--- config.mk ---
export PLATFORM = sky130hd
export DESIGN_NAME = mac_pipe
export DESIGN_NICKNAME = d
export VERILOG_FILES = /design/src/rtl/mac_pipe.sv
export SDC_FILE = /design/constraint.sdc
export NUM_CORES = 1
export LEC_CHECK = 0
export CELL_PAD_IN_SITES_DETAIL_PLACEMENT = 1
export CELL_PAD_IN_SITES_GLOBAL_PLACEMENT = 1
export CORE_MARGIN = 3
export CORE_UTILIZATION = 51
export DETAILED_ROUTE_END_ITERATION = 8
export DONT_BUFFER_PORTS = 1
export PLACE_DENSITY = 0.87
export RECOVER_POWER = 50
export SYNTH_ARGS = -nofsm -noshare
export SYNTH_HDL_FRONTEND = slang
export SYNTH_SLANG_ARGS = --single-unit
--- constraint.sdc ---
create_clock -name clk -period 6.5 [get_ports clk]
set_input_delay 1.3 -clock clk [delete_from_list [all_inputs] [get_ports clk]]
set_output_delay 1.3 -clock clk [all_outputs]
set_load 0.03 [all_outputs]
--- src/rtl/mac_pipe.sv ---
// Pipelined multiply-accumulate: operand register, PIPE product stages, then a saturating
// accumulator that emits one dot-product per first/last-delimited packet on a valid/ready port.
module mac_pipe #(
    parameter int unsigned A_W    = 8,
    parameter int unsigned B_W    = 8,
    parameter int unsigned ACC_W  = 24,
    parameter bit          SIGNED = 1'b1,
    parameter int unsigned PIPE   = 2
) (
    input  logic             clk,
    input  logic             rst,
    input  logic             in_valid,
    output logic             in_ready,
    input  logic [A_W-1:0]   in_a,
    input  logic [B_W-1:0]   in_b,
    input  logic             in_first,
    input  logic             in_last,
    output logic             out_valid,
    input  logic             out_ready,
    output logic [ACC_W-1:0] out_data,
    output logic             out_ovf
);

    localparam int unsigned P_W = A_W + B_W;

    if (ACC_W < P_W) begin : g_bad_acc_w
        $error("mac_pipe: ACC_W must be >= A_W+B_W");
    end
    if (PIPE < 1 || PIPE > 4) begin : g_bad_pipe
        $error("mac_pipe: PIPE must be in 1..4");
    end

    logic             stall;
    logic             op_v, op_first, op_last;
    logic [A_W-1:0]   op_a;
    logic [B_W-1:0]   op_b;
    logic [P_W-1:0]   prod;
    logic [PIPE-1:0]  st_v, st_first, st_last;
    logic [P_W-1:0]   st_prod [PIPE];
    logic [ACC_W-1:0] prod_ext, sat, acc_q, acc_d;
    logic [ACC_W:0]   sum;
    logic             sum_ovf, ovf_q, ovf_d;
    logic             out_valid_d, out_ovf_d;
    logic [ACC_W-1:0] out_data_d;

    // Any held-but-unaccepted result freezes the whole datapath.
    assign stall    = out_valid & ~out_ready;
    assign in_ready = ~rst | ~stall;

    if (SIGNED) begin : g_signed
        logic signed [P_W-1:0] a_ext, b_ext;
        assign a_ext    = P_W'($signed(op_a));
        assign b_ext    = P_W'($signed(op_b));
        assign prod     = a_ext * b_ext;
        assign prod_ext = ACC_W'($signed(st_prod[PIPE-1]));
        assign sum      = {acc_q[ACC_W-1], acc_q} + {prod_ext[ACC_W-1], prod_ext};
        assign sum_ovf  = sum[ACC_W] ^ sum[ACC_W-1];
        // True sign of the sum is the extra bit; clamp towards it.
        assign sat      = sum[ACC_W] ? {1'b1, {(ACC_W-1){1'b0}}} : {1'b0, {(ACC_W-1){1'b1}}};
    end else begin : g_unsigned
        assign prod     = P_W'(op_a) * P_W'(op_b);
        assign prod_ext = ACC_W'(st_prod[PIPE-1]);
        assign sum      = {1'b0, acc_q} + {1'b0, prod_ext};
        assign sum_ovf  = sum[ACC_W];
        assign sat      = '1;
    end

    always_comb begin
        acc_d = acc_q;
        ovf_d = ovf_q;
        if (st_v[PIPE-1]) begin
            if (st_first[PIPE-1]) begin
                acc_d = prod_ext;
                ovf_d = 1'b0;
            end else begin
                acc_d = sum_ovf ? sat : sum[ACC_W-1:0];
                ovf_d = ovf_q | sum_ovf;
            end
        end
    end

    always_comb begin
        out_valid_d = out_valid & ~out_ready;
        out_data_d  = out_data;
        out_ovf_d   = out_ovf;
        if (st_v[PIPE-1] && st_last[PIPE-1]) begin
            out_valid_d = 1'b1;
            out_data_d  = acc_d;
            out_ovf_d   = ovf_d;
        end
    end

    always_ff @(posedge clk) begin
        if (!rst) begin
            op_v      <= 1'b0;
            op_first  <= 1'b0;
            op_last   <= 1'b0;
            op_a      <= '0;
            op_b      <= '0;
            st_v      <= '0;
            st_first  <= '0;
            st_last   <= '0;
            for (int i = 0; i < PIPE; i++) begin
                st_prod[i] <= '0;
            end
            acc_q     <= '0;
            ovf_q     <= 1'b0;
            out_valid <= 1'b0;
            out_data  <= '0;
            out_ovf   <= 1'b0;
        end else if (!stall) begin
            op_v <= in_valid;
            if (in_valid) begin
                op_a     <= in_a;
                op_b     <= in_b;
                op_first <= in_first;
                op_last  <= in_last;
            end
            st_v[0]     <= op_v;
            st_first[0] <= op_first;
            st_last[0]  <= op_last;
            st_prod[0]  <= prod;
            for (int i = 1; i < PIPE; i++) begin
                st_v[i]     <= st_v[i-1];
                st_first[i] <= st_first[i-1];
                st_last[i]  <= st_last[i-1];
                st_prod[i]  <= st_prod[i-1];
            end
            acc_q     <= acc_d;
            ovf_q     <= ovf_d;
            out_valid <= out_valid_d;
            out_data  <= out_data_d;
            out_ovf   <= out_ovf_d;
        end
    end

endmodule

Word level (Yosys, flattened, before mapping)
Memory sizes are Yosys's and may differ from the RTL's.
Index checks and enable logic that the tools add are counted.
{ "classes": {"n_reduce_logical": 3, "bitwise": 9, "add_sub_neg": 1, "muxes": 13, "multipliers": 1} }
{ "ops": {"columns": ["cell", "count"], "rows": [
  ["24-bit two-way mux", 4],
  ["16-bit two-way mux", 2],
  ["24-bit by 16-bit adder with 25-bit output", 1],
  ["8-bit by 8-bit multiplier with 16-bit output", 1],
  ["1-bit two-way mux", 7],
  ["1-bit bitwise OR", 4],
  ["2-bit AND reduction", 2],
  ["1-bit inverter", 3],
  ["1-bit AND", 1],
  ["1-bit logical AND", 1],
  ["1-bit XOR", 1]
]} }
{ "word_totals": {"input_bits": 22, "mem_count": 1, "reg_bits": 76, "ramBits": 32, "wordCells": 41} }
{ "memory_table": {"columns": ["name", "depth", "word_bits", "rd", "rd_ports_with_merged_regs", "write_ports", "line", "text"], "rows": [
  ["st_prod", 2, 16, 2, 0, 2, "39", "logic [P_W-1:0] st_prod [PIPE];"]
]} }

Longest topological paths before layout
{ "depth": {"ltp_word": 6, "mapped_depth": 18, "ltp_nobuf": 18} }

Worst setup path before layout
Ideal clock, no wire load.
{ "synth_timing": {"path_type": "register -> register", "from": "register op_a[3]", "to": "memory st_prod[0][15] (netlist name), data pin", "arrival_time_ps": 4225, "slack_ps": 2009, "n_path_buf": 0, "setup_time_ps": 266, "path_stages_with_launch": 18, "path_cell_list": "dfxtp_1 -> and2_1 -> fa_1 -> inv_1 -> fa_1 -> inv_1 -> fa_1 -> inv_1 -> fa_1 -> inv_1 -> ha_1 -> nor2b_1 -> o21a_1 -> o41a_1 -> a31oi_1 -> o21ai_0 -> xnor2_1 -> nor2_1"} }
{ "synth_rtl": {"columns": ["item", "line", "text"], "rows": [
  ["start, declared", "35", "logic [A_W-1:0] op_a;"],
  ["start signal, assigned", "114", "op_a <= in_a;"],
  ["end, declared", "39", null]
]} }

==> impl_results.md <==
* Outcome: complete, but fails checks
* Failing checks: max-capacitance violations, max-slew violations
* Worst Setup Path Type: flop to flop
* Highest metal used: met4
* Share of cells above drive strength 1 at 0.0572
* Tot GR Track Use at 0.244
* Area leader, netlist: dfxtp_1
* Die width at 130 µm
* Critical register-to-register path endpoint: st_prod[0][15]
* First-pass GRT wire length at 32800 µm
* Mapped Avg Cell Area at 9.45 µm²
* Max Freq at 206 MHz
* Met1 Wirelength at 8160 µm
* H-tree levels at 3
* Worst Max-Slew Pin Slew at 2.11 ns
* Worst Reg-to-Reg Cells at 16
* Worst rel slew slack at -0.409
* Yosys warns at 0
* Clk sinks at 108
* DR iter-0 viols at 312
* Area contributors post-synth: dfxtp_1 (19%), fa_1 (14%), edfxtp_1 (12%)
* Root Buffer: clkbuf_16
* HP Class: flop to flop
* Setup ws final at 1.64 ns
* DRT antenna net count at 0
* Ys async rst share at 0
* CTS tree: yes
* Crit. End Element: flop
* Final net count at 948
* Unique masters post-synth at 68
* # diodes at 0
* Routed wl met2 at 10000 µm
* WL final at 19300 µm
* Number of core rows at 44
* Routed wl met3 at 691 µm
* Final setup vio count at 0
* Initial antenna violation count at 0
* Seq/Total Area, Yosys at 0.314
* Max-slew violation count at 33
* Final worst clock skew at 0.00695 ns
* Worst hold path startpoint: acc_q[8]
* Peak supply drop at 0.000144 V
* Dpl ws at 1.59 ns
* Global route overflow at 0
* Syn nets at 967
* Mapped Area at 7900 µm²
* Vias per cell at 5.84
* DRC at 0
* Worst setup SP type: flop
* Post-synth EDFFs at 32
* Die Ht at 130 µm
* Pre-antenna DRT Iters at 4
* Die ar. at 17000 µm²
* Yosys reg bits at 108
* Final Hold Fails at 0
* CTS buffer count at 9
* Dpl hpwl at 15100 µm
* Power per Cell Area at 178 nW/µm²
* Initial Util at 0.531
* Maxcap violations at 1
* CTS hold repair buffers at 0
* Leak at 0.00360 µW
* Hold Path Stages at 2
* Vias in the first global route at 6531
* Max clock buf depth at 2
* Largest net degree at the start of global routing at 82
* CP Max Fanout at 9
* GP Congestion at 0.851
* RSZ-0062 raised after global routing: false
* Clock latency on the worst-skew pair at 0.36 ns
* Final TNS setup at 0 ns
* # resized after CTS at 0
* Top FF cell, synth: dfxtp_1
* Reg-to-reg critical path startpoint: op_a[1]
* Data arrival, critical path at 4.95 ns
* Port bufs at 0
* Yosys top cell area share at 0.193
* Area delta synth->final at 3.98%
* WHS Endpoint: acc_q[8]
* Period utilisation layout at 0.747
* Final Critical Period at 4.86 ns
* WL/cell at 19.1 µm
* DR vias at 5872
* Core box area at 14900 µm²
* Worst-path clk slew at 0.07 ns
* Setup bufs post-CTS at 0
* R2R Setup Slk at 1.64 ns
* Mapped Cells at 836
* I/O pin cnt at 49
* Worst EP required at 6.59 ns
where the power goes:
part           internal (µW)  total [µW]  switching (µW)
clock network            263         517             254
registers                718         742            24.3
logic                   81.8         201             119
final cells by class:
| type | instances | area (µm²) |
|---|---|---|
| Multi-Input combinational cell | 606 | 4880 |
| Clock buffer | 11 | 233 |
| Clock inverter | 5 | 37.5 |
| Sequential cell | 108 | 2480 |
| Fill cell | 1700 | 6650 |
| Timing Repair Buffer | 2 | 7.51 |
| Inverter | 90 | 338 |
| Tap cell | 184 | 230 |
layer usage:
metal,track usage,up-vias
met5,0,-
met2,0.443,85
met3,0.0476,31
li1,-,2829
met4,0.0762,0
met1,0.292,2927
metrics by stage:
step	hold WS, ns	instances	cell area, µm²	utilization	total power [µW]
after CTS	0.467	1006	8220	0.553	1480
after detailed placement	0.456	990	7950	0.535	961
after global routing	0.484	1006	8210	0.552	1540
after global placement	0.448	990	7950	0.535	948
final	0.462	1006	8210	0.552	1460
after floorplan	0.429	836	7900	-	914
state kept, by name, summed over array words and instances, names as in the netlist, 2 cells and up:
register and cells:
st_v 2, st_prod 32, st_first 2, acc_q 24
op_a 8, st_last 2, op_b 8, out_data 24
synth_stat cells, drive strengths merged (2+ instances only):
| cell | count |
|---|---|
| nand2 | 100 |
| inv | 90 |
| dfxtp | 76 |
| fa | 56 |
| ha | 53 |
| and2 | 51 |
| nor2 | 47 |
| o21ai | 41 |
| a21oi | 39 |
| edfxtp | 32 |
| a21boi | 29 |
| and3 | 26 |
| clkbuf | 25 |
| a32o | 18 |
| xor2 | 18 |
| xnor2 | 17 |
| nand2b | 16 |
| o221a | 16 |
| a21o | 8 |
| nand3 | 8 |
| a31oi | 6 |
| buf | 6 |
| o211ai | 6 |
| o21a | 5 |
| a211oi | 4 |
| nor2b | 4 |
| o21bai | 4 |
| o31ai | 4 |
| a22o | 3 |
| nor3 | 3 |
| o2111ai | 3 |
| a2111oi | 2 |
| nand4 | 2 |
| o22ai | 2 |
cell families (layout without fill, tap and decap cells):
kind of cell | Yosys count | after routing | synth area share
AND/OR/NAND/NOR | 261 | 261 | 0.164
XOR/XNOR | 35 | 35 | 0.0388
buffers and inverters | 122 | 108 | 0.0673
multiplexers | 1 | 1 | 0.00190
AO/OA/AOI/OAI | 200 | 200 | 0.187
adder cells (fa/ha/maj) | 109 | 109 | 0.226
flip-flops | 108 | 108 | 0.314
worst max-delay path: stages, from the launching register on:
cell and delay [ns]:
dfxtp_1 0.39, and2_1 0.22, fa_1 0.47, fa_1 0.55, inv_1 0.05, fa_1 0.46, fa_1 0.54, inv_1 0.04
ha_1 0.33, a21oi_1 0.23, nor2b_1 0.07, o21a_1 0.19, o41a_1 0.34, a31oi_1 0.28, o21ai_0 0.17, xnor2_1 0.20
nor2_1 0.06
worst max-delay path by stage:
stage | start | end | slack (ns)
2_1_floorplan | op_a[3] | st_prod[0][15] | 2.01
3_3_place_gp | op_a[1] | st_prod[0][14] | 1.80
3_5_place_dp | op_a[1] | st_prod[0][15] | 1.59
4_1_cts | op_a[1] | st_prod[0][15] | 1.59
5_1_grt | op_a[1] | st_prod[0][15] | 1.33
6_report | op_a[1] | st_prod[0][15] | 1.64
cell usage in the layout (no fill, tap or decap), drive strengths merged, types with 8 or more instances in the layout:
master  netlist  final
xor2         18     18
o221a        16     16
fa           56     56
xnor2        17     17
inv          90     91
o21ai        41     41
clkbuf       25     13
nand3         8      8
and3         26     26
ha           53     53
edfxtp       32     32
nand2b       16     16
nor2         47     47
a32o         18     18
a21oi        39     39
and2         51     51
dfxtp        76     76
a21boi       29     29
nand2       100    100
a21o          8      8
Note: power is estimated with default switching activity, not from simulation.
